<file path="src/rtl/multicycle_ctrl.sv">
// Multi-cycle RV32I sequencer: fetch/decode/execute/memory/writeback over one shared memory port.
// Optional performance counters (cycleCnt, instret) are enabled by defining MULTICYCLE_PERF_CNT_EN.
module multicycle_ctrl #(
  parameter bit RESET_HALT = 1'b0
) (
  input  logic       clk,
  input  logic       rst_n,
  input  logic       validInst,
  input  logic       branch,
  input  logic [1:0] jump,
  input  logic       memRead,
  input  logic       memWrite,
  input  logic       regWrite,
  input  logic       branchTaken,
  input  logic       haltReq,
  input  logic       memGnt,
  input  logic       memRvalid,
  output logic       memReq,
  output logic       memWe,
  output logic       memAddrSel,
  output logic       irWrite,
  output logic       pcWrite,
  output logic [1:0] pcSel,
  output logic       rfWe,
  output logic       illegal,
  output logic       halted,
  output logic [2:0] state
`ifdef MULTICYCLE_PERF_CNT_EN
  ,
  output logic [31:0] cycleCnt,
  output logic [31:0] instret
`endif
);

  typedef enum logic [2:0] {
    S_FETCH  = 3'd0,
    S_FWAIT  = 3'd1,
    S_DECODE = 3'd2,
    S_EXEC   = 3'd3,
    S_MEM    = 3'd4,
    S_MWAIT  = 3'd5,
    S_WB     = 3'd6,
    S_TRAP   = 3'd7
  } state_e;

  state_e     state_q, state_d;
  logic       illegal_q;
  logic       hold_q, hold_d;
  logic       req_c, we_c, sel_c, ir_c, pcw_c, rfwe_c, halt_c;
  logic [1:0] pcs_c;

  // hold_q keeps the core parked in FETCH after reset (RESET_HALT=1) until haltReq is low.
  always_ff @(posedge clk) begin
    if (!rst_n) begin
      state_q   <= S_FETCH;
      illegal_q <= 1'b0;
      hold_q    <= RESET_HALT;
    end else begin
      state_q   <= state_d;
      illegal_q <= illegal_q | (state_d == S_TRAP);
      hold_q    <= hold_d;
    end
  end

  always_comb begin
    state_d = state_q;
    hold_d  = hold_q;
    req_c   = 1'b0;
    we_c    = 1'b0;
    sel_c   = 1'b0;
    ir_c    = 1'b0;
    pcw_c   = 1'b0;
    pcs_c   = 2'b00;
    rfwe_c  = 1'b0;
    halt_c  = 1'b0;
    case (state_q)
      S_FETCH: begin
        if (!haltReq) hold_d = 1'b0;
        if (haltReq || hold_q) begin
          halt_c = 1'b1;
        end else begin
          req_c = 1'b1;
          if (memGnt) state_d = S_FWAIT;
        end
      end
      S_FWAIT: begin
        if (memRvalid) begin
          ir_c    = 1'b1;
          state_d = S_DECODE;
        end
      end
      S_DECODE: state_d = validInst ? S_EXEC : S_TRAP;
      S_EXEC: begin
        if (memRead || memWrite) begin
          state_d = S_MEM;
        end else if (branch) begin
          pcw_c   = 1'b1;
          pcs_c   = branchTaken ? 2'b01 : 2'b00;
          state_d = S_FETCH;
        end else begin
          state_d = S_WB;
        end
      end
      S_MEM: begin
        // A load+store combination is treated as a load, so memWe stays low.
        req_c = 1'b1;
        sel_c = 1'b1;
        we_c  = memWrite & ~memRead;
        if (memGnt) state_d = S_MWAIT;
      end
      S_MWAIT: begin
        if (memRvalid) begin
          if (memRead) begin
            state_d = S_WB;
          end else begin
            pcw_c   = 1'b1;
            state_d = S_FETCH;
          end
        end
      end
      S_WB: begin
        rfwe_c  = regWrite;
        pcw_c   = 1'b1;
        pcs_c   = (jump == 2'b11) ? 2'b10 : (jump == 2'b01) ? 2'b01 : 2'b00;
        state_d = S_FETCH;
      end
      default: state_d = S_TRAP;
    endcase
  end

  assign memReq     = rst_n & req_c;
  assign memWe      = rst_n & we_c;
  assign memAddrSel = sel_c;
  assign irWrite    = rst_n & ir_c;
  assign pcWrite    = rst_n & pcw_c;
  assign pcSel      = pcs_c;
  assign rfWe       = rst_n & rfwe_c;
  assign illegal    = illegal_q;
  assign halted     = rst_n ? halt_c : RESET_HALT;
  assign state      = state_q;

`ifdef MULTICYCLE_PERF_CNT_EN
  logic [31:0] cycle_cnt_q, instret_q;

  always_ff @(posedge clk) begin
    if (!rst_n) begin
      cycle_cnt_q <= 32'd0;
      instret_q   <= 32'd0;
    end else begin
      if (state_q != S_TRAP && !halt_c) cycle_cnt_q <= cycle_cnt_q + 32'd1;
      if (pcw_c) instret_q <= instret_q + 32'd1;
    end
  end

  assign cycleCnt = cycle_cnt_q;
  assign instret  = instret_q;
`endif

endmodule

</file>
<file path="config.mk">
export PLATFORM = sky130hd
export DESIGN_NAME = multicycle_ctrl
export DESIGN_NICKNAME = d
export VERILOG_FILES = /design/src/rtl/multicycle_ctrl.sv
export SDC_FILE = /design/constraint.sdc
export NUM_CORES = 1
export LEC_CHECK = 0
export BUFFER_PORTS_ARGS = -buffer_cell sky130_fd_sc_hd__buf_4
export CAP_MARGIN = 0
export CORE_AREA = 2 2 39 41
export DETAILED_ROUTE_END_ITERATION = 7
export DIE_AREA = 0 0 41 43
export PLACE_DENSITY_LB_ADDON = 0.1
export SYNTH_ARGS = -nofsm -noshare
export SYNTH_HDL_FRONTEND = slang
export SYNTH_SLANG_ARGS = --single-unit
</file>
<file path="constraint.sdc">
create_clock -name clk -period 3.9 [get_ports clk]
set_input_delay 0.39 -clock clk [delete_from_list [all_inputs] [get_ports clk]]
set_output_delay 0.39 -clock clk [all_outputs]
set_load 0.01 [all_outputs]
</file>
Yosys cells after proc, flatten, opt, wreduce, memory -nomap -nowiden
Cells that the tools add are included.
{"block": "totals", "out_inout_bits": 13, "rom_bits": 0, "register_bits": 4, "wordCells": 52, "latch_bits": 0, "mem_count": 0, "mem_bits_rw": 0}
{"block": "op_classes", "n_div": 0, "n_bitwise": 8, "n_addsub": 0, "n_mux": 31, "multipliers": 0, "n_shift": 0, "order_cmp": 0, "n_eq_ne": 9, "reduce_logical": 2}
{"cell": "$mux 3", "n": 9}
{"cell": "$pmux 3 s7", "n": 1}
{"cell": "$mux 1", "n": 17}
{"cell": "$eq 3x3->1 const B", "n": 4}
{"cell": "$and 1x1->1", "n": 6}
{"cell": "$eq 3x2->1 const B", "n": 2}
{"cell": "$pmux 2 s2", "n": 1}
{"cell": "$eq 3x1->1 const B", "n": 1}
{"cell": "$logic_not 3->1", "n": 1}
{"cell": "$pmux 1 s3", "n": 1}
{"cell": "$eq 2x1->1 const B", "n": 1}
{"cell": "$eq 2x2->1 const B", "n": 1}
{"cell": "$mux 2", "n": 1}
{"cell": "$pmux 1 s2", "n": 1}
{"cell": "$logic_or 1x1->1", "n": 1}
{"cell": "$not 1->1", "n": 1}
{"cell": "$or 1x1->1", "n": 1}

Depth between registers and ports, before layout
Gate-level depths: netlist (run 1).
{"block": "depth", "ltp_word": 5, "ltp_mapped": 5, "depth_no_buf": 4}

Least setup slack after synthesis (run 1)
Ideal clock, no wire load.
{"block": "synth_path", "path_type": "input -> output", "startpoint": "input memWrite", "endpoint": "output pcWrite", "path_stages": 3, "arrival_ps": 1362, "required_time_ps": 3510, "path_slack_ps": 2148, "path_cell_list": "or3b_1 or3_4 a21boi_1"}
{"block": "synth_between", "elab_chain_cells": 4}
{"element": "start: declaration", "line_no": "12", "text": "input logic memWrite,"}
{"element": "$logic_or 1x1->1", "line_no": "94", "text": "if (memRead || memWrite) begin"}
{"element": "$mux 1", "line_no": "94"}
{"element": "$pmux 1 s3", "line_no": "76", "text": "case (state_q)"}
{"element": "$and 1x1->1", "line_no": "135", "text": "assign pcWrite = rst_n & pcw_c;"}
{"element": "end: declaration", "line_no": "22", "text": "output logic pcWrite,"}
No other way between the ends.

Worst setup path in the final report (run 1)
{"block": "layout_path", "startpoint": "register state_q[1] (netlist: state[1])", "endpoint": "output pcWrite"}
{"block": "layout_between", "elab_chain_cells": 3, "elab_cells_between_ends": 5, "classes_between": "eq/ne: 3; mux: 1; bitwise: 1"}
{"element": "start: declaration", "line_no": "46", "text": "state_e state_q, state_d;"}
{"element": "start signal: assignment", "line_no": "59", "text": "state_q <= state_d;"}
{"element": "$eq 3x3->1 or $eq 3x2->1 (tied branches)", "line_no": "76"}
{"element": "$pmux 1 s3 (*)", "line_no": "76"}
{"element": "$and 1x1->1 (*)", "line_no": "135"}
Every way passes the cells marked *; elsewhere a longest branch is shown, timed or not.

==> results_dict.tcl, run 1 <==
set metrics [dict create \
    place.gp.congestion 0.667 \
    period_minus_slack_ps 2000 \
    setup_ws_ps 1900 \
    antenna_found_initial 0 \
    worstReg2RegStart "state[1]$_SDFF_PN0_" \
    timing_hold_violations_final 0 \
    critPathCaptureType "primary output" \
    utilization_pct 42.0 \
    first_iter_violations 5 \
    cts_max_level 1 \
    cts_buffers 3 \
    status "finished clean" \
    r2r_slack_ps 2390 \
    initial_core_util_pct 26.7 \
    critPathRequiredTime_ps 3510 \
    grt_busiest_layer "met2" \
    clock_latency_ps 230 \
    antenna_cells 0 \
    switchingPower_mw 0.0431 \
    p_sw_share_pct 29.7 \
    ys.warnings.count 0 \
    finalPower_mw 0.145 \
    cts_resized 0 \
    placedInstanceArea_sq_um 558 \
    met3_usage_pct 3.14 \
    cts_sinks 4 \
    combPwrFrac_pct 28.2 \
    clock_skew_ps 3.52 \
    r2r_cells 4 \
    clk_pin_slew_worst_paths_ps 40 \
    first_pass_iters 4 \
    grt_pass1_vias 365 \
    syn_nets 62 \
    die_x_microns 41 \
    grt-ovfl-total 0 \
    final_cells 90 \
    arrival_ps 1610 \
    p_per_area_nw_per_um2 250 \
    slew_violations 0 \
    grt_first_pass_wirelength_mm 1.50 \
    hold_path_startpoint "rst_n" \
    hold_depth 2 \
    drcViolationCount 0 \
    dp_hpwl_microns 736 \
    drive_above_1_share_pct 43.2 \
    vias 441 \
    dieArea_sq_um 1760 \
    finalSetupViolCount 0 \
    place_worst_setup_slack_ps 1940 \
    fp.dieH_microns 43 \
    holdWs_ps 413 \
    yosysTopAreaCell "dfxtp_1" \
    nets 89 \
    drt-total-wl_microns 990 \
    use_met1_pct 16.7 \
    viasPerCell 4.90 \
    slew_headroom_pct 65.2 \
    core_region_area_sq_um 1380 \
    path_max_fanout 17 \
    grt_setup_unrepaired "no" \
    grt_usage_pct 12.8 \
    synth_cells 49 \
    tns_ps 0 \
    cts_tree "yes" \
    start_kind "flop" \
    r2r_end "illegal$_SDFF_PN0_" \
    fmax_mhz 499 \
    ys_ff_latch 4 \
    clock-root-buffer "clkbuf_4" \
    p_seq_share_pct 36.5 \
    syn_area_per_cell_sq_um 7.53 \
    clock_power_share_pct 35.3 \
    grtUsageMet2_pct 17.8 \
    ys_seq_area_share_pct 21.7 \
    numPlacedInstances 87 \
    fin_crit_sh_pct 51.4 \
    cts_hold_buf 0 \
    synth_area_sq_um 369 \
    grt_max_degree 18 \
    ys_types 26 \
    synth_area_leaders "dfxtp_1 22%, nor4b_1 7.1%, nor3_1 6.8%" \
    yosys.area.top_type_share_pct 21.7 \
    holdPathEnd "state[2]$_SDFF_PN0_" \
    io_pins 26 \
    area_growth_pct 57.3 \
    intPower_mw 0.102 \
    clock_path_buffers 2 \
    cts_setup_buffers 0 \
    finish.instance_area_sq_um 581 \
    maxCapViolCount 0 \
    ir_drop_v 0.000120 \
    crit_type "reg -> out" \
    row_count 14 \
    worst_pin_slew_ps 522 \
    ant_nets 0 \
    wl_per_cell_microns 11.0 \
    hp-class "in -> reg" \
    p_leak_nw 0.255 \
    port-buffer-count 25 \
]
[power by group through the flow]
stage	Combinational (mW)	Sequential [mW]	Clock (mW)
detailed placement	0.0412	0.0536	0
global placement	0.0413	0.0539	0
finish	0.0409	0.0530	0.0513
CTS	0.0414	0.0529	0.0540
floorplan	0.0249	0.0487	0
global route	0.0459	0.0540	0.0591
[area by class of cell]
cell class | instances | area, sq um
multi-input combinational | 39 | 259
clock buffer | 3 | 22.5
sequential | 4 | 80.1
timing repair buffer | 25 | 188
fill | 164 | 803
inverter | 3 | 11.3
tap | 16 | 20.0
[cell usage in the layout (no fill, tap or decap)]
cell type and instances:
a211oi_1 1, a21boi_0 1, a21boi_1 2, a21oi_1 3, a32o_1 1, and2_1 3, buf_4 25, clkbuf_4 3
dfxtp_1 4, inv_1 3, nand2_1 2, nand2_2 2, nand2b_1 2, nand3_1 1, nand4b_1 1, nor2_1 2
nor2b_1 2, nor3_1 5, nor4_1 1, nor4b_1 3, o21a_1 1, o21ai_0 2, o221a_1 1, o22ai_2 1
or3_4 1, or3b_1 1
[metal layers]
layer	part of all wire [%]	routed length [microns]
met5	0	0
met2	48	477
met1	43	430
met4	0	0
met3	8.3	82
[cell families (layout without fill, tap and decap cells)]
family          after synthesis  in the layout  share of synthesized area [%]
simple gates                 26             26                           44.1
compound gates               13             13                           26.1
buf+inv                       6             31                           8.13
flops                         4              4                           21.7
[cell usage after synthesis, drive strengths merged]
cell / count
o22ai: 1
a211oi: 1
nor2: 2
o21a: 1
inv: 3
o21ai: 2
dfxtp: 4
nor4b: 3
a21oi: 3
nand2b: 2
nand4b: 1
or3b: 1
nor4: 1
nand3: 1
or3: 1
and2: 3
nor2b: 2
a21boi: 3
nand2: 4
buf: 2
o221a: 1
clkbuf: 1
a32o: 1
nor3: 5
[critical path, cell delays in order (launching register included)]
cell and delay [ps]:
dfxtp_1 640, nand2_2 110, or3_4 360, a21boi_1 140
buf_4 140
[registers in the layout, summed over array words and instances, names as in the netlist]
register	flops
illegal	1
state	3
[worst max-delay path by stage]
stage,startpoint,endpoint,slack (ps)
detailed placement,memWrite,pcWrite,1940
global route,state[1]$_SDFF_PN0_,pcWrite,1770
finish,state[1]$_SDFF_PN0_,pcWrite,1900
CTS,state[1]$_SDFF_PN0_,pcWrite,1870
floorplan,memWrite,pcWrite,2150
global placement,memWrite,pcWrite,1950
(Power assumes the default switching activity.)
==> inputs of run 2 (changes only) <==
clock period = 1.8 ns   (was 3.9 ns; I/O delays follow)
==> results_dict.tcl, run 2 (same netlist as run 1, synthesis figures left out) <==
set metrics [dict create \
    status "finished clean" \
    clock-root-buffer "clkbuf_4" \
    initial_core_util_pct 26.7 \
    grt_usage_pct 12.6 \
    p_seq_share_pct 34.5 \
    row_count 14 \
    grt_pass1_vias 369 \
    critPathSlowestCell "dfxtp_1" \
    core_region_area_sq_um 1380 \
    clock_path_buffers 2 \
    r2r_end "illegal$_SDFF_PN0_" \
    drt-total-wl_microns 987 \
    hp-class "in -> reg" \
    tns_ps 0 \
    final_cells 92 \
    slew_violations 0 \
    die_x_microns 41 \
    antenna_cells 0 \
    crit_type "reg -> out" \
    switchingPower_mw 0.0912 \
    nets 91 \
    path_max_fanout 12 \
    io_pins 26 \
    numPlacedInstances 89 \
    r2r_slack_ps 320 \
    clk_pin_slew_worst_paths_ps 40 \
    drcViolationCount 0 \
    dp_hpwl_microns 773 \
    cts_hold_buf 0 \
    clock_latency_ps 230 \
    cts_buffers 3 \
    final_cell_mix "27 x buf_4, 5 x nor3_1, 4 x dfxtp_1" \
    cp_slowest_stage_delay_ps 530 \
    final.fill_count 162 \
    cts_max_level 1 \
    r2r_cells 5 \
    p_sw_share_pct 28.8 \
    place.gp.congestion 0.723 \
    worstReg2RegStart "state[1]$_SDFF_PN0_" \
    cts_resized 0 \
    cp_num_cells 4 \
    cts_setup_buffers 0 \
    grt_max_degree 17 \
    critPathTopFamily "flip-flops" \
    hold_path_startpoint "rst_n" \
    dieArea_sq_um 1760 \
    antenna_found_initial 0 \
    clock_skew_ps 2.78 \
    worstSetupStartpoint "state[1]$_SDFF_PN0_" \
    clock_power_share_pct 34.2 \
    viasPerCell 4.74 \
    slew_headroom_pct 66.7 \
    fp.dieH_microns 43 \
    arrival_ps 1480 \
    first_iter_violations 6 \
    largest_reg_flops 3 \
    drive_above_1_share_pct 44.7 \
    p_per_area_nw_per_um2 533 \
    cts_sinks 4 \
    wl_per_cell_microns 10.7 \
    final_common_cell "buf_4" \
    ant_nets 0 \
    grt_setup_unrepaired "no" \
    crit_buf_inv 1 \
    crit_chain "nand2_2, or3_4, o22ai_2, buf_4" \
    grt_first_pass_wirelength_mm 1.47 \
    holdWs_ps 210 \
    port-buffer-count 25 \
    critPathCaptureType "primary output" \
    worst_pin_slew_ps 499 \
    fmax_mhz 601 \
    finalPower_mw 0.317 \
    finalSetupViolCount 0 \
    maxCapViolCount 0 \
    grt-ovfl-total 0 \
    timing_hold_violations_final 0 \
    intPower_mw 0.226 \
    combPwrFrac_pct 31.4 \
    p_leak_nw 0.265 \
    period_minus_slack_ps 1660 \
    vias 436 \
    cts_tree "yes" \
    ir_drop_v 0.000382 \
    start_kind "flop" \
    fin_crit_sh_pct 92.4 \
    hold_depth 2 \
    critPathRequiredTime_ps 1620 \
    first_pass_iters 4 \
    area_growth_pct 61.4 \
    holdPathEnd "state[2]$_SDFF_PN0_" \
]
[run 2: cell count changes in the layout (fill, tap and decap cells not counted), sizes merged]
cell  before  now
buf       25   27
[run 2: power by group through the flow]
stage          clock network, mW  registers [mW]  logic (mW)
3_3_place_gp                   0           0.111       0.101
3_5_place_dp                   0           0.111      0.0998
5_1_grt                    0.124           0.111       0.110
6_report                   0.108           0.109      0.0995
2_1_floorplan                  0           0.106      0.0539
4_1_cts                    0.116           0.109       0.100
[run 2: layer usage]
| layer | wire length, microns | up-vias | share of wire, % | global-route usage (%) |
|---|---|---|---|---|
| li1 | - | 235 | - | - |
| met1 | 453 | 185 | 46 | 16.4 |
| met2 | 451 | 16 | 46 | 17.5 |
| met3 | 82 | 0 | 8.3 | 3.14 |
| met4 | 0 | 0 | 0 | 8.00 |
| met5 | 0 | - | 0 | 0 |
[run 2: final cells by class]
cell class                      count  area [sq um]  area share (%)
Tap cell                           16          20.0            3.36
Multi-Input combinational cell     39           259            43.5
Inverter                            3          11.3            1.89
Sequential cell                     4          80.1            13.4
Clock buffer                        3          22.5            3.78
Timing Repair Buffer               27           203            34.0
[run 2: how the worst max path moves through the flow]
stage               slack [ps]       end
floorplan                  440    halted
global placement           270   pcWrite
detailed placement         270  pcSel[0]
CTS                        120  pcSel[0]
global route                30  pcSel[0]
finish                     140  pcSel[0]
[run 2: metrics by stage]
step                      worst slack [ps]  instance area (sq um)  utilization, %
after floorplan                        441                    369               -
after global placement                 266                    573            41.4
after detailed placement               265                    573            41.4
after CTS                              117                    596            43.0
after global routing                  29.9                    596            43.0
final                                  137                    596            43.0
==> inputs of run 3 (changes only) <==
CELL_PAD_IN_SITES_DETAIL_PLACEMENT = 2   (was default)
CELL_PAD_IN_SITES_GLOBAL_PLACEMENT = 2   (was default)
CORE_AREA = default   (was 2 2 39 41)
CORE_ASPECT_RATIO = 1.1   (was default)
CORE_MARGIN = 2   (was default)
CORE_UTILIZATION = 17   (was default)
DIE_AREA = default   (was 0 0 41 43)
==> results_dict.tcl, run 3 (same netlist as run 1, synthesis figures left out) <==
set metrics [dict create \
    cts_tree "yes" \
    arrival_ps 1440 \
    fmax_mhz 616 \
    grt_max_degree 17 \
    first_pass_iters 4 \
    crit_chain "or3_4, a21boi_1, buf_4" \
    cts_buffers 3 \
    antenna_cells 0 \
    place.gp.congestion 0.693 \
    critPathSlowestCell "or3_4" \
    viasPerCell 4.55 \
    row_count 17 \
    core_region_area_sq_um 2020 \
    cts_sinks 4 \
    fin_crit_sh_pct 90.2 \
    period_minus_slack_ps 1620 \
    grt_pass1_vias 503 \
    drt-total-wl_mm 1.31 \
    first_iter_violations 3 \
    utilization_pct 30.3 \
    status "finished clean" \
    antenna_found_initial 0 \
    vias 473 \
    port-buffer-count 25 \
    timing_hold_violations_final 0 \
    grt_first_pass_wirelength_mm 2.23 \
    p_leak_nw 0.266 \
    slew_headroom_pct 64.7 \
    cp_slowest_stage_delay_ps 470 \
    clk_pin_slew_worst_paths_ps 40 \
    die_x_microns 48.4 \
    dp_hpwl_mm 1.04 \
    hold_depth 2 \
    worst_pin_slew_ps 528 \
    p_per_area_nw_per_um2 524 \
    holdPathEnd "state[1]$_SDFF_PN0_" \
    clock_latency_ps 230 \
    critPathCaptureType "primary output" \
    drcViolationCount 0 \
    worstSetupStartpoint "state[2]$_SDFF_PN0_" \
    io_pins 26 \
    ant_nets 0 \
    hold_path_startpoint "rst_n" \
    wl_per_cell_microns 12.6 \
    final_cell_mix "27 x buf_4, 5 x nor3_1" \
    crit_type "reg -> out" \
    cts_setup_buffers 0 \
    path_max_fanout 16 \
    ir_drop_v 0.000288 \
    grt-ovfl-total 0 \
    clock_skew_ps 1.14 \
    slew_violations 0 \
    grt_usage_pct 11.4 \
    initial_core_util_pct 18.3 \
    cts_max_level 1 \
    worstReg2RegStart "state[2]$_SDFF_PN0_" \
    r2r_end "illegal$_SDFF_PN0_" \
    area_growth_pct 66.1 \
    nets 91 \
    grt_setup_unrepaired "no" \
    dieArea_sq_um 2560 \
    r2r_slack_ps 410 \
    fp.dieH_microns 52.9 \
    r2r_cells 4 \
    clock-root-buffer "clkbuf_4" \
    clock_path_buffers 2 \
    largest_reg_flops 3 \
    tns_ps 0 \
    hp-class "in -> reg" \
    finalSetupViolCount 0 \
    final_common_cell "buf_4" \
    maxCapViolCount 0 \
    start_kind "flop" \
    critPathRequiredTime_ps 1620 \
    drive_above_1_share_pct 47.4 \
]
## run 3: report_power, final
group	total (mW)	internal, mW	switching, mW	leakage (nW)
Sequential	0.112	0.0957	0.0158	0.0334
Combinational	0.102	0.0568	0.0450	0.219
Clock	0.108	0.0744	0.0333	0.0138
## run 3: routing by layer
metal  up-vias  routed length, microns  share of wire [%]  global-route usage (%)
met1       223                     573                 44                    12.5
met3         0                      74                5.7                    3.39
li1        234                       -                  -                       -
met2        16                     657                 50                    19.7
met4         0                       0                  0                    7.14
met5         -                       0                  0                       0
## run 3: area by class of cell
| type | count | area [sq um] |
|---|---|---|
| Clock buffer | 3 | 22.5 |
| Fill cell | 255 | 1410 |
| Inverter | 3 | 11.3 |
| Multi-Input combinational cell | 39 | 259 |
| Sequential cell | 4 | 82.6 |
| Tap cell | 28 | 35.0 |
| Timing Repair Buffer | 27 | 203 |
## run 3: through the flow
step | total power, mW | hold WS, ps | cells | instance area [sq um] | setup WS, ps
after floorplan | 0.159 | 302 | 49 | 369 | 441
after global placement | 0.215 | 451 | 101 | 588 | 240
after detailed placement | 0.216 | 455 | 101 | 588 | 241
after CTS | 0.331 | 213 | 104 | 611 | 40.5
after global routing | 0.347 | 224 | 104 | 613 | 24.1
final | 0.321 | 220 | 104 | 613 | 177
## run 3: timing repair
item,CTS,global route
endpoints found under the setup margin,0,2
hold buffers,0,0
resized for setup,0,2
## run 3: critical path: cells and delay by family (launching register included)
kind	cells	cell delay (ps)
flip-flops	1	460
AO/OA/AOI/OAI	1	140
AND/OR/NAND/NOR	1	470
buffers and inverters	1	140
## run 3: worst max path at each step
stage,to,slack (ps),cells past startpoint
after floorplan,halted,440,3
after global placement,pcWrite,240,5
after detailed placement,pcWrite,240,5
after CTS,pcWrite,40,4
after global routing,pcWrite,20,3
final,pcWrite,180,3
